`config.mk`:
```
export PLATFORM = sky130hd
export DESIGN_NAME = cpu_dma_master
export DESIGN_NICKNAME = d
export VERILOG_FILES = /design/src/rtl/cpu_dma_master.sv
export SDC_FILE = /design/constraint.sdc
export NUM_CORES = 1
export LEC_CHECK = 0
export BUFFER_PORTS_ARGS = -buffer_cell sky130_fd_sc_hd__buf_2
export CAP_MARGIN = 20
export CORE_ASPECT_RATIO = 2
export CORE_UTILIZATION = 35
export CTS_BUF_LIST = sky130_fd_sc_hd__clkbuf_8
export CTS_CLUSTER_DIAMETER = 100
export DETAILED_ROUTE_END_ITERATION = 7
export PLACE_DENSITY_LB_ADDON = 0.1
export SYNTH_ARGS = -nofsm -noshare
export SYNTH_HDL_FRONTEND = slang
export SYNTH_SLANG_ARGS = --single-unit
```
`constraint.sdc`:
```
create_clock -name SCLK -period 1.5 [get_ports SCLK]
set_input_delay 0.3 -clock SCLK [delete_from_list [all_inputs] [get_ports SCLK]]
set_output_delay 0.3 -clock SCLK [all_outputs]
set_load 0.03 [all_outputs]
```
`src/rtl/cpu_dma_master.sv`:
```
// rtl/cpu_dma_master.sv - DMA bus master: bus arbitration, longword and split 16-bit cycles, FIFO strobes
// All bus outputs are registered; each one changes on the edge that enters the state that owns it.
module cpu_dma_master #(
   parameter int BURST_LEN  = 4,
   parameter int LVL_W      = 4,
   parameter int FIFO_DEPTH = 8
) (
   input  logic             SCLK,
   input  logic             _RST,
   input  logic             DMAENA,
   input  logic             DMADIR,
   input  logic [LVL_W-1:0] FIFO_LEVEL,
   input  logic             FLUSHFIFO,
   input  logic             BG_,
   input  logic             AS_IN_,
   input  logic             BGACK_IN_,
   input  logic             DSACK0_,
   input  logic             DSACK1_,
   input  logic             STERM_,
   input  logic             BERR_,
   output logic             BR_,
   output logic             BGACK_,
   output logic             AS_,
   output logic             DS_,
   output logic             RW,
   output logic [1:0]       SIZ,
   output logic             A1,
   output logic             FIFO_POP,
   output logic             FIFO_PUSH,
   output logic             INCADR,
   output logic             BUSERR,
   output logic [3:0]       STATE
);

   typedef enum logic [3:0] {
      S_IDLE  = 4'd0,
      S_REQ   = 4'd1,
      S_ARB   = 4'd2,
      S_START = 4'd3,
      S_WAIT  = 4'd4,
      S_TERM  = 4'd5,
      S_NEXT  = 4'd6,
      S_REL   = 4'd7,
      S_ERR   = 4'd8
   } state_t;

   localparam logic [LVL_W-1:0] LVL_BURST = LVL_W'(BURST_LEN);
   localparam logic [LVL_W-1:0] LVL_FULL  = LVL_W'(FIFO_DEPTH);
   localparam logic [LVL_W-1:0] LVL_ROOM  = LVL_W'(FIFO_DEPTH - BURST_LEN);
   localparam logic [3:0]       CNT_MAX   = 4'(BURST_LEN);

   state_t     state_q, state_d;
   logic [3:0] cnt_q, cnt_d;
   logic       half_q, half_d;
   logic       br_q, br_d, bgack_q, bgack_d, as_q, as_d, ds_q, ds_d;
   logic       rw_q, rw_d, a1_q, a1_d;
   logic [1:0] siz_q, siz_d;
   logic       pop_q, pop_d, push_q, push_d, inc_q, inc_d;
   logic       buserr_q, buserr_d;

   logic start_ok, stop_burst, bus_fail, word_done, half_done;

   always_comb begin
      start_ok = 1'b0;
      if (DMAENA && !buserr_q) begin
         if (DMADIR)
            start_ok = (FIFO_LEVEL >= LVL_BURST) || (FLUSHFIFO && (FIFO_LEVEL != '0));
         else
            start_ok = (FIFO_LEVEL <= LVL_ROOM);
      end
   end

   // Termination priority: BERR_ over STERM_ over DSACK; a lone DSACK0_ means an 8-bit port.
   assign bus_fail  = !BERR_ || (STERM_ && !DSACK0_ && DSACK1_);
   assign word_done = !bus_fail && (!STERM_ || (!DSACK1_ && !DSACK0_) || (!DSACK1_ && DSACK0_ && a1_q));
   assign half_done = !bus_fail && STERM_ && !DSACK1_ && DSACK0_ && !a1_q;

   assign stop_burst = (cnt_q == CNT_MAX) || !DMAENA ||
                       (DMADIR && (FIFO_LEVEL == '0)) ||
                       (!DMADIR && (FIFO_LEVEL == LVL_FULL));

   always_comb begin
      state_d  = state_q;
      cnt_d    = cnt_q;
      half_d   = half_q;
      br_d     = br_q;
      bgack_d  = bgack_q;
      as_d     = as_q;
      ds_d     = ds_q;
      rw_d     = rw_q;
      siz_d    = siz_q;
      a1_d     = a1_q;
      pop_d    = 1'b0;
      push_d   = 1'b0;
      inc_d    = 1'b0;
      buserr_d = buserr_q;
      case (state_q)
         S_IDLE: begin
            if (buserr_q) begin
               if (!DMAENA) buserr_d = 1'b0;
            end else if (start_ok) begin
               state_d = S_REQ;
               br_d    = 1'b0;
            end
         end
         S_REQ: begin
            if (!BG_) state_d = S_ARB;
         end
         S_ARB: begin
            if (AS_IN_ && BGACK_IN_) begin
               state_d = S_START;
               bgack_d = 1'b0;
               br_d    = 1'b1;
               as_d    = 1'b0;
               ds_d    = 1'b0;
               rw_d    = ~DMADIR;
               siz_d   = 2'b00;
               a1_d    = 1'b0;
            end
         end
         S_START: state_d = S_WAIT;
         S_WAIT: begin
            if (bus_fail) begin
               state_d  = S_ERR;
               as_d     = 1'b1;
               ds_d     = 1'b1;
               bgack_d  = 1'b1;
               br_d     = 1'b1;
               buserr_d = 1'b1;
               half_d   = 1'b0;
            end else if (word_done) begin
               state_d = S_TERM;
               as_d    = 1'b1;
               ds_d    = 1'b1;
               pop_d   = DMADIR;
               push_d  = ~DMADIR;
               inc_d   = 1'b1;
               half_d  = 1'b0;
               if (cnt_q != CNT_MAX) cnt_d = cnt_q + 4'd1;
            end else if (half_done) begin
               state_d = S_TERM;
               as_d    = 1'b1;
               ds_d    = 1'b1;
               half_d  = 1'b1;
            end
         end
         S_TERM: begin
            // Upper half of a longword on a 16-bit port goes straight back out.
            if (half_q) begin
               state_d = S_START;
               as_d    = 1'b0;
               ds_d    = 1'b0;
               siz_d   = 2'b10;
               a1_d    = 1'b1;
               half_d  = 1'b0;
            end else begin
               state_d = S_NEXT;
            end
         end
         S_NEXT: begin
            if (stop_burst) begin
               state_d = S_REL;
               bgack_d = 1'b1;
            end else begin
               state_d = S_START;
               as_d    = 1'b0;
               ds_d    = 1'b0;
               rw_d    = ~DMADIR;
               siz_d   = 2'b00;
               a1_d    = 1'b0;
            end
         end
         S_REL: begin
            state_d = S_IDLE;
            cnt_d   = '0;
            rw_d    = 1'b1;
            siz_d   = 2'b00;
            a1_d    = 1'b0;
         end
         S_ERR: begin
            state_d = S_IDLE;
            cnt_d   = '0;
            rw_d    = 1'b1;
            siz_d   = 2'b00;
            a1_d    = 1'b0;
         end
         default: state_d = S_IDLE;
      endcase
   end

   always_ff @(posedge SCLK) begin
      if (!_RST) begin
         state_q  <= S_IDLE;
         cnt_q    <= '0;
         half_q   <= 1'b0;
         br_q     <= 1'b1;
         bgack_q  <= 1'b1;
         as_q     <= 1'b1;
         ds_q     <= 1'b1;
         rw_q     <= 1'b1;
         siz_q    <= 2'b00;
         a1_q     <= 1'b0;
         pop_q    <= 1'b0;
         push_q   <= 1'b0;
         inc_q    <= 1'b0;
         buserr_q <= 1'b0;
      end else begin
         state_q  <= state_d;
         cnt_q    <= cnt_d;
         half_q   <= half_d;
         br_q     <= br_d;
         bgack_q  <= bgack_d;
         as_q     <= as_d;
         ds_q     <= ds_d;
         rw_q     <= rw_d;
         siz_q    <= siz_d;
         a1_q     <= a1_d;
         pop_q    <= pop_d;
         push_q   <= push_d;
         inc_q    <= inc_d;
         buserr_q <= buserr_d;
      end
   end

   assign BR_       = br_q;
   assign BGACK_    = bgack_q;
   assign AS_       = as_q;
   assign DS_       = ds_q;
   assign RW        = rw_q;
   assign SIZ       = siz_q;
   assign A1        = a1_q;
   assign FIFO_POP  = pop_q;
   assign FIFO_PUSH = push_q;
   assign INCADR    = inc_q;
   assign BUSERR    = buserr_q;
   assign STATE     = state_q;

endmodule

```
Word level (Yosys, flattened, before mapping)
Index checks and enable logic that the tools add are counted.

Bits in registers: 20. Logic and storage cells: 143. Input bits: 16.

Bitwise gates (word level): 4. Eq/ne operators: 23. Reductions and logical operators: 54. Add/sub/neg operators: 1. Multiplexer cells: 46. Order comparisons: 2.

Operators with widths (count): 2-to-1 mux 4 bit (10); case mux 4 bit (7 select lines) (1); != test 2 bit, second input constant (11); 2-to-1 mux 1 bit (21); equality test 4 x 3 -> 1 bit, second input constant (5); logical AND 1 bit (15); AND reduction 5 bit (3); AND reduction 4 bit (3); nonzero test 4 bit (3); logical NOT 1 bit (9); case mux 1 bit (3 select lines) (3); nonzero test 3 bit (3); equality test 4 x 2 -> 1 bit, second input constant (2); equality test 4 bit, second input constant (2); logical NOT 4 bit (2); case mux 1 bit (4 select lines) (2); case mux 2 bit (4 select lines) (1); case mux 4 bit (2 select lines) (1); logical OR 1 bit (7); 2-to-1 mux 2 bit (3); 2-to-1 mux 3 bit (2); nonzero test 2 bit (3); adder 4 x 1 -> 4 bit, second input constant (1); equality test 4 x 1 -> 1 bit, second input constant (1); 11 further kinds (16).

Logic depth before layout (Yosys ltp)
Word-level depth: 13. Depth in mapped cells: 7. Mapped depth without buffers: 7.

Worst setup path before layout
OpenSTA, ideal clock, no wires.

Path type: register to register. From: reg state_q[3] (netlist: STATE[3]). To: reg cnt_q[3]. Period minus slack after synthesis: 1.716 ns. Stages on the path, launching flop included: 7. Path buffers: 1. Arrival time: 1.645 ns. Path slack: -0.216 ns. Library setup time: 0.070 ns. Path through: dfxtp_1 > buf_6 > nor4b_4 > o21a_4 > nand3_4 > or3_1 > a21oi_1.

Word-level cells in the longest chain between the ends: 4.

Ends and longest elaborated chain: start, declared (line 52) `state_t state_q, state_d;`; start signal, assigned (line 208) `state_q <= state_d;`; equality test 4 bit / equality test 4 x 3 -> 1 bit (equally long branches) (line 97) `case (state_q)`; OR reduction 2 bit (no line); nonzero test 2 bit (no line); AND reduction 4 bit (no line); end signal, assigned (line 209) `cnt_q <= cnt_d;`; end, declared (line 53) `logic [3:0] cnt_q, cnt_d;`.

Parallel ways exist; a longest one is shown, timed or not. A chain may end at the register's enable or synchronous reset.

Worst setup path after layout
From: reg state_q[0] (netlist: STATE[0]). To: reg ds_q (netlist: DS_).

Word-level cells in the longest chain between the ends: 3.

Ends and longest elaborated chain: equality test 4 x 3 -> 1 bit / equality test 4 x 2 -> 1 bit (equally long branches) (line 97); != test 4 bit (no line), or another cell as far along; AND reduction 5 bit (no line); end signal, assigned (line 214) `ds_q <= ds_d;`; end, declared (line 55) `logic br_q, br_d, bgack_q, bgack_d, as_q, as_d, ds_q, ds_d;`.

Parallel ways exist; a longest one is shown, timed or not.

==> flow_summary.yaml <==
synthesis:
  netlist_area_um2: 1110
  postSynthCellCount: 131
  ys_warn_count: 0
  synth_fp_nets: 149
  synth_area_per_cell_um2: 8.46
  ys_ff_latch: 18
  ys.flop_type: "dfxtp_1"
  synth-async-reset-ratio_pct: 0
  synth_cell_type_count: 48
  synth_edf_count: 0
  ys_seq_area_share_pct: 32.5
layout:
  diodes: 0
  n_fill_cell: 307
  fin_area_um2: 1490
  final_nets: 196
  synthToLayoutAreaGrowth_pct: 34.0
  final_cell_mix: "30 x buf_2, 20 x buf_4, 14 x dfxtp_1, 10 x nor2_1, 9 x nand2_1"
  final_core_util_pct: 49.9
  final_common_cell: "buf_2"
  drive_above_1_share_pct: 40.1
cts:
  cts_tree: "yes"
  insertion_delay_ns: 0.26
  clock-root-buffer: "clkbuf_8"
  postCtsSetupBuffers: 0
  clk_pin_slew_ns: 0.08
  clockBufferDepth: 2
  cts-buffers-inserted: 3
  cts_hold_buffers: 0
  cts_sinks: 18
  h-tree-depth: 1
setup_path:
  cp.depth: 5
  crit_required_ns: 1.65
  reg2reg_depth: 5
  critPathLaunchType: "register"
  cp.arrival_ns: 1.65
  max_stage_delay_ns: 0.40
  worstPathCellList: "and4b_1, and2_1, o32a_1, o31ai_2, nand3_1"
  crit_family: "simple AND/OR/NAND/NOR gates"
  path_class: "reg2reg"
  worst_setup_path_end_kind: "register"
  path_buf_inv: 0
  slowest_stage: "dfxtp_4"
  worstPathMaxFanout: 7
die:
  die_area_um2: 3410
  row_count: 28
  io_pins: 32
  core-area_um2: 2980
  start_util_pct: 37.2
  die-width_um: 41.8
  die_h_um: 81.6
run_status:
  violations: "setup timing"
  run_status: "complete, but fails checks"
timing:
  clock_skew_ns: 0.00310
  finalSetupViolCount: 1
  fin_crit_sh_pct: 100
  hold_viol: 0
  period_needed_ns: 1.51
  max_freq_ghz: 0.664
  rsz0062_at_grt: "yes"
  setup_ws_ns: -0.00571
  drv_slew: 0
routing:
  drt-initial-drc-count: 19
  via_per_inst: 5.41
  wl_per_cell_um: 15.2
  dr.pass1.iters: 4
  ant_nets: 0
  route.detailed.drc: 0
  vias: 1119
  drt-total-wl_um: 3140
placement:
  gp_congestion: 0.800
  hpwl_um: 2490
  io_buffers: 30
  preCtsSetupSlack_ns: -0.115
  postPlaceCellArea_um2: 1400
global_route:
  grt_pass1_wl_um: 4910
  grt_max_degree: 13
  antenna_found_initial: 0
  track_usage_pct: 19.3
  first_global_vias: 1059
  grt_overflow: 0
hold_path:
  min_path_type: "in2reg"
  hold_path_depth: 2
power:
  p_leak_nw: 0.635
  powerDensity_nw_per_um2: 1120
  vdd_drop_max_uv: 758
job:
  max_cap_viol_count: 0
synth_stat cells (2+ instances only):
library cell	n	area [µm²]
or4bb_2	2	25.0
o221ai_1	2	17.5
nand3_1	8	40.0
a21oi_1	7	35.0
nor3b_1	2	15.0
nor2b_1	5	31.3
buf_2	2	10.0
nand4b_1	2	17.5
nand3b_1	3	22.5
o31ai_1	2	15.0
mux2i_1	2	20.0
a21boi_0	2	15.0
dfxtp_1	18	360
and2_1	3	18.8
ha_1	2	25.0
nor2_1	10	37.5
nand2_1	9	33.8
o211ai_1	2	15.0
clkbuf_1	2	7.51
nand4_1	2	12.5
buf_4	3	22.5
xnor2_1	3	26.3
o21ai_0	7	35.0
inv_1	6	22.5
or3_1	2	12.5
layer usage:
layer / track usage [%] / vias to the layer above / share of wire [%]
met3: 2.42 / 4 / 2.8
met1: 19.1 / 529 / 38
met4: 10.6 / 0 / 2.1
met5: 0 / - / 0
li1: - / 561 / -
met2: 37.5 / 25 / 57
logic make-up after synthesis:
family	count (synthesis)	share of synthesized area (%)
AND/OR/NAND/NOR	58	33.3
AO/OA/AOI/OAI	32	20.0
flip-flops	18	32.5
buffers and inverters	14	6.66
XOR/XNOR	4	3.16
adder cells (fa/ha/maj)	2	2.26
multiplexers	2	1.81
other	1	0.338
final timing paths:
path / start / endpoint / slack (ns)
worst max-delay path: STATE[0] / DS_ / -0.006
worst min-delay path: DMADIR / FIFO_POP / 0.30
worst max register to register: STATE[0] / DS_ / -0.006
worst min register to register: BGACK_ / BGACK_ / 0.51
sequential cells by signal (all words and copies together) (netlist names):
| signal | cells |
|---|---|
| half_q | 1 |
| SIZ | 1 |
| BR_ | 1 |
| DS_ | 1 |
| BUSERR | 1 |
| FIFO_PUSH | 1 |
| STATE | 4 |
| cnt_q | 4 |
| FIFO_POP | 1 |
| BGACK_ | 1 |
| RW | 1 |
| INCADR | 1 |
layout make-up:
class	instances	area, µm²	area share (%)
clock buffer	4	55.1	3.71
multi-input combinational	99	699	47.1
tap	30	37.5	2.53
inverter	6	22.5	1.52
sequential	18	370	24.9
timing repair buffer	50	300	20.2
stage by stage:
step	TNS (ns)	hold slack, ns	instances	power, mW
3_3_place_gp	-0.176	0.492	203	1.22
4_1_cts	-0.00724	0.301	207	1.64
2_1_floorplan	-0.0277	0.422	131	1.01
5_1_grt	-0.183	0.309	207	1.74
3_5_place_dp	-0.208	0.494	203	1.23
6_report	-0.00571	0.299	207	1.66
report_power, final:
group / total, mW / switching [mW] / internal [mW]
Clock: 0.418 / 0.184 / 0.234
Sequential: 0.592 / 0.0614 / 0.531
Combinational: 0.647 / 0.376 / 0.271
worst register-to-register path: cells and delay by family, from the launching register on:
kind,cells,cell delay (ns)
AOI/OAI and AO/OA,2,0.46
DFF,1,0.40
and+or+nand+nor,3,0.53
timing repair:
item | CTS | global route
endpoints found under the hold margin | 0 | 0
resized for setup | 1 | 8
pin swaps | 0 | 2
setup endpoints to repair | 1 | 8
Note: power is estimated with default switching activity, not from simulation.
